[src/rtl/dac_sample_fifo.sv]
// -----------------------------------------------------------------------------
// dac_sample_fifo
//
// Purpose:
//    Decouples the sample-producing core from a parallel DAC. Samples are
//    written into a small circular buffer at core rate and drained one per
//    DAC update tick. Ticks come from a clk divider (one tick every DIV
//    cycles while enabled). Each pop loads the DAC code register and raises
//    a one-cycle strobe after it. An empty buffer at tick time is recorded
//    as an underflow, and the DAC code is held.
//
// Parameters:
//    WIDTH  sample width in bits
//    DEPTH  number of buffer entries (power of two, >= 2)
//    DIV    clk cycles per DAC update tick (>= 1)
//
// Ports:
//    clk           single clock shared with the core
//    reset         asynchronous active-high reset
//    enable        high = tick generation and draining active
//    in_data       sample from the core
//    in_valid      in_data is valid this cycle
//    in_ready      buffer can accept a sample this cycle
//    dac_d         registered code driven to the DAC D input
//    dac_strobe    one-cycle pulse in the cycle after dac_d was loaded
//    level         current buffer occupancy (0..DEPTH)
//    underflow     sticky flag: a tick found the buffer empty
//    underrun_cnt  saturating count of empty ticks
//    clear_err     synchronous clear of underflow and underrun_cnt
// -----------------------------------------------------------------------------
module dac_sample_fifo #(
   parameter int WIDTH = 10,
   parameter int DEPTH = 8,
   parameter int DIV   = 4
) (
   input  logic                     clk,
   input  logic                     reset,
   input  logic                     enable,
   input  logic [WIDTH-1:0]         in_data,
   input  logic                     in_valid,
   output logic                     in_ready,
   output logic [WIDTH-1:0]         dac_d,
   output logic                     dac_strobe,
   output logic [$clog2(DEPTH):0]   level,
   output logic                     underflow,
   output logic [7:0]               underrun_cnt,
   input  logic                     clear_err
);

   // ------------------------------------------------------------------
   // Derived widths and constants
   // ------------------------------------------------------------------
   localparam int AW = $clog2(DEPTH);
   localparam int LW = AW + 1;
   localparam int TW = (DIV > 1) ? $clog2(DIV) : 1;

   localparam logic [AW-1:0] PTR_LAST  = AW'(DEPTH - 1);
   localparam logic [LW-1:0] LVL_FULL  = LW'(DEPTH);
   localparam logic [TW-1:0] TCNT_LAST = TW'(DIV - 1);

   // ------------------------------------------------------------------
   // State
   // ------------------------------------------------------------------
   logic [WIDTH-1:0] mem_q [DEPTH];

   logic [AW-1:0]    wr_ptr_q,    wr_ptr_d;
   logic [AW-1:0]    rd_ptr_q,    rd_ptr_d;
   logic [LW-1:0]    level_q,     level_d;
   logic [TW-1:0]    tcnt_q,      tcnt_d;
   logic [WIDTH-1:0] dac_d_q;
   logic             strobe_q,    strobe_d;
   logic             underflow_q, underflow_d;
   logic [7:0]       urun_cnt_q,  urun_cnt_d;

   // ------------------------------------------------------------------
   // Handshake and event decode
   // ------------------------------------------------------------------
   logic full;
   logic empty;
   logic tick;
   logic push;
   logic pop;
   logic empty_tick;

   // Full/empty are taken from the registered level only: a pop in the
   // same cycle does not open a slot for a push (no bypass), and a push in
   // the same cycle does not rescue an empty tick.
   assign full       = (level_q == LVL_FULL);
   assign empty      = (level_q == '0);
   assign tick       = enable && (tcnt_q == TCNT_LAST);
   assign push       = in_valid && !full;
   assign pop        = tick && !empty;
   assign empty_tick = tick && empty;

   assign in_ready   = !full;

   // ------------------------------------------------------------------
   // Next-state logic
   // ------------------------------------------------------------------
   always_comb begin
      wr_ptr_d    = wr_ptr_q;
      rd_ptr_d    = rd_ptr_q;
      level_d     = level_q;
      tcnt_d      = tcnt_q;
      strobe_d    = pop;
      underflow_d = underflow_q;
      urun_cnt_d  = urun_cnt_q;

      // Explicit wrap keeps the pointer arithmetic obvious even though the
      // power-of-two depth would wrap naturally.
      if (push) begin
         wr_ptr_d = (wr_ptr_q == PTR_LAST) ? '0 : wr_ptr_q + AW'(1);
      end
      if (pop) begin
         rd_ptr_d = (rd_ptr_q == PTR_LAST) ? '0 : rd_ptr_q + AW'(1);
      end

      unique case ({push, pop})
         2'b10:   level_d = level_q + LW'(1);
         2'b01:   level_d = level_q - LW'(1);
         default: level_d = level_q;
      endcase

      // Divider parks at 0 while disabled so the first tick after enable
      // (or after reset) lands exactly DIV cycles later.
      if (!enable) begin
         tcnt_d = '0;
      end else if (tcnt_q == TCNT_LAST) begin
         tcnt_d = '0;
      end else begin
         tcnt_d = tcnt_q + TW'(1);
      end

      // A new empty tick wins over clear_err: the clear wipes the old
      // history and this tick becomes the first recorded underrun.
      if (empty_tick) begin
         underflow_d = 1'b1;
         if (clear_err) begin
            urun_cnt_d = 8'd1;
         end else if (urun_cnt_q != 8'hFF) begin
            urun_cnt_d = urun_cnt_q + 8'd1;
         end
      end else if (clear_err) begin
         underflow_d = 1'b0;
         urun_cnt_d  = 8'd0;
      end
   end

   // ------------------------------------------------------------------
   // Sample storage: no reset, so it maps onto block/distributed RAM.
   // Contents are made irrelevant on reset by clearing the pointers.
   // ------------------------------------------------------------------
   always_ff @(posedge clk) begin
      if (push) begin
         mem_q[wr_ptr_q] <= in_data;
      end
   end

   // ------------------------------------------------------------------
   // DAC code register: the registered RAM read port. It only changes on
   // a pop, so the DAC sees a stable code between updates.
   // ------------------------------------------------------------------
   always_ff @(posedge clk or posedge reset) begin
      if (reset) begin
         dac_d_q <= '0;
      end else if (pop) begin
         dac_d_q <= mem_q[rd_ptr_q];
      end
   end

   // ------------------------------------------------------------------
   // Control state registers
   // ------------------------------------------------------------------
   always_ff @(posedge clk or posedge reset) begin
      if (reset) begin
         wr_ptr_q    <= '0;
         rd_ptr_q    <= '0;
         level_q     <= '0;
         tcnt_q      <= '0;
         strobe_q    <= 1'b0;
         underflow_q <= 1'b0;
         urun_cnt_q  <= 8'd0;
      end else begin
         wr_ptr_q    <= wr_ptr_d;
         rd_ptr_q    <= rd_ptr_d;
         level_q     <= level_d;
         tcnt_q      <= tcnt_d;
         strobe_q    <= strobe_d;
         underflow_q <= underflow_d;
         urun_cnt_q  <= urun_cnt_d;
      end
   end

   // ------------------------------------------------------------------
   // Outputs
   // ------------------------------------------------------------------
   assign dac_d        = dac_d_q;
   assign dac_strobe   = strobe_q;
   assign level        = level_q;
   assign underflow    = underflow_q;
   assign underrun_cnt = urun_cnt_q;

endmodule

[config.mk]
export PLATFORM = sky130hd
export DESIGN_NAME = dac_sample_fifo
export DESIGN_NICKNAME = d
export VERILOG_FILES = /design/src/rtl/dac_sample_fifo.sv
export SDC_FILE = /design/constraint.sdc
export NUM_CORES = 1
export LEC_CHECK = 0
export CAP_MARGIN = 20
export CORE_ASPECT_RATIO = 0.8
export CORE_MARGIN = 4
export CORE_UTILIZATION = 35
export CTS_CLUSTER_SIZE = 10
export DETAILED_ROUTE_END_ITERATION = 8
export PLACE_DENSITY_LB_ADDON = 0.2
export SYNTH_ARGS = -nofsm -noshare
export SYNTH_HDL_FRONTEND = slang
export SYNTH_SLANG_ARGS = --single-unit
[constraint.sdc]
create_clock -name clk -period 3.45 [get_ports clk]
set_clock_uncertainty 0.2 [all_clocks]
set_input_delay 0.345 -clock clk [delete_from_list [all_inputs] [get_ports clk]]
set_output_delay 0.345 -clock clk [all_outputs]
set_load 0.005 [all_outputs]
==> impl_results.md <==
* Status: completed
* VDD IR max at 0.2936 mV
* Fraction of registers with async set/reset at 28.57%
* Remaining antenna violation count at 0
* Largest net degree at the start of global routing at 33
* Die X at 135.6 um
* Initial Utilization at 36.53%
* Count leader, synth: edfxtp_1
* Startpoint types: register
* Top post-synthesis cells by area: edfxtp_1 53%, dfrtp_1 18%, mux4_2 9.9%
* Post-synth top cells: 80 x edfxtp_1, 32 x dfrtp_1, 24 x nor2_1
* Sequential-to-total area share from yosys stat at around 70%
* Post-synthesis xor/xnor area fraction at 1.153%
* Clock buffer depth at 2
* Data required, critical path at ~3.5 ns
* Endpoints failing setup at 0
* Post-Route Setup TNS at 0 ns
* DP Wirelength at roughly 5400 um
* FF+latch count, synth at 112
* Core Region at 12480 um2
* Simple-gate area share of the yosys netlist at 7.192%
* Ant diodes at 0
* FMAX at ~390 MHz
* Area growth syn-to-layout at 20.81%
* CP Capture Type: register
* DR vias at 2434
* Hold Crit Class: input pin to async pin
* Crit path kind: register to register
* CTS H-tree lvls at 3
* Final Cycle Share at 73.82%
* Slew headroom at 50.19%
* Rows at 36
* Synth unique cells at 37
* RSZ-0062 raised after global routing: false
* PostCTS Resize Cnt at 0
* Clk root buf: clkbuf_16
* GRT Total Usage at 12.70%
* Port Buffers at 39
* Area leader, netlist: edfxtp_1
* Total CTS buffers at 9
* Initial DRT Pass Iterations at 6
* Vias in the first global route at 2463
* # fillers at roughly 1100
* CTS tree: yes
* Hold Vio Cnt, Final at 0
* Worst-path maximum fanout at 10
* Post-Syn Nets at ~300
* Synth Warn # at 0
* Die ar. at 14920 um2
* Main synth FF type: edfxtp_1
* Final-stage net count at 344
* Leak at between 1.5 and 2 nW
* Post-DR wirelength/cell at 17.46 um
* # hold bufs at CTS at 0
* Post-synth EDFFs at 80
* Post-Place Worst Slack at 0.7279 ns
* Ratio of cells with drive above 1 in the final layout at 18.46%
* Starting DRT DRC Count at between 90 and 100
* Pwr/cell area at 735.5 nW/um2
* GPL Wtd Cong at 0.7691
* Mux cell area share after synthesis at between 10% and 20%
* Synth Area in Compound Gates at 3.404%
* Avg Cell Area, Syn at 17.01 um2
* Reg2Reg Launch Point: level[1]
* Final wirelength at 8661 um
* Postcts setup bufs at 0
* Largest family of logic cells by synthesized area: multiplexers
* WP data arrival at 2.58 ns
* Worst skew pair latency at 0.35 ns
* Post-synthesis adder-cell area fraction at 2.470%
* Final worst-path setup slack at 0.9031 ns
* Clk pin slew, worst setup/hold paths at 0.07 ns
* Max Cap Viol at 0
* I/O pin cnt at 40
* Number of vias per cell at 4.907
* Global route overflow at 0
* First-pass GRT wire length at around 14000 um
* DR DRC count at 0
* Fin crit period at 2.547 ns
* Die Span Y at 110.1 um
* Final Max Slew Viols at 0
* Syn Std Cell Area at around 4600 um2
* Worst-Margin Slew at ~0.75 ns
* Crit path launch: level[1]
* Top cell type's share of synthesized area at 52.70%
* Num Clock Sinks at 112
* Post-synthesis cell count at 268
* Antenna violations before repair at 0
cells by family after synthesis:
kind of cell             after synthesis
multiplexers                          38
AO/OA/AOI/OAI                         25
adder cells (fa/ha/maj)                9
AND/OR/NAND/NOR                       65
XOR/XNOR                               6
buffers and inverters                 13
flip-flops                           112
flip-flops by register name (all words and copies together) (netlist names):
register / cells
mem_q: 80
dac_d: 10
underrun_cnt: 8
level: 4
rd_ptr_q: 3
wr_ptr_q: 3
tcnt_q: 2
dac_strobe: 1
underflow: 1
where the power goes:
part | internal (W) | switching [W] | total, W | leakage [nW]
Clock | 0.000568 | 0.000477 | 0.00104 | 0.143
Combinational | 0.000610 | 0.000488 | 0.00110 | 0.643
Sequential | 0.00171 | 0.000195 | 0.00191 | 1.13
metal layers:
metal	global-route usage [%]	share of wire (%)
met5	0	0
met4	4.173	1.4
met3	3.358	4.0
met2	19.42	45
met1	17.79	49
area by class of cell:
type                       count  area (um2)  share of cell area [%]
inverter                       2       7.507                  0.1363
multi-input combinational    143        1296                   23.54
clock inverter                 6       68.82                   1.250
tap                          171       214.0                   3.885
clock buffer                  10       229.0                   4.158
sequential                   112        3203                   58.17
timing repair buffer          52       488.0                   8.862
through the flow:
step / utilization (%) / power [W] / hold WS (ns) / instance area (um2) / instances
floorplan: - / 0.002613 / 0.2139 / 4558 / 268
global placement: 41.75 / 0.003044 / 0.2252 / 5209 / 480
detailed placement: 41.75 / 0.003067 / 0.2373 / 5209 / 480
CTS: 44.13 / 0.004121 / 0.1926 / 5507 / 496
global route: 44.13 / 0.004289 / 0.2331 / 5507 / 496
finish: 44.13 / 0.004050 / 0.1895 / 5507 / 496
layout by cell type, fill, tap and decap left out, drive strengths merged, types with 4 or more instances in the layout:
cell type      Yosys  final
clkbuf             5     10
mux4              20     20
nor2              24     24
a21oi             13     13
nor3               7      7
nor4               5      5
ha                 9      9
nand2b             4      4
nand2              8      8
mux2               7      7
mux2i             11     11
dfrtp             32     32
clkdlybuf4s50      0     39
edfxtp            80     80
buf                6     13
nand3              5      5
o21ai              4      4
final timing paths:
check	slack [ns]	depth (start not counted)	end
worst max-delay path	0.90	10	level[2]
worst min-delay path	0.19	3	level[1]
worst max register to register	0.90	10	level[2]
worst min register to register	0.24	1	tcnt_q[0]
max in group asynchronous	2.55	3	dac_d[6]
min in group clk	0.24	1	tcnt_q[0]
worst max-delay path: stages (launching register included):
cell     delay (ns)
dfrtp_1        0.48
nor3_1         0.20
nand2_1        0.11
nand2_1        0.29
ha_1           0.33
xor2_1         0.10
ha_1           0.19
a21oi_1        0.15
xor2_1         0.17
nor2_1         0.06
xor2_1         0.14
No activity file was read; power rests on OpenSTA's default activity.
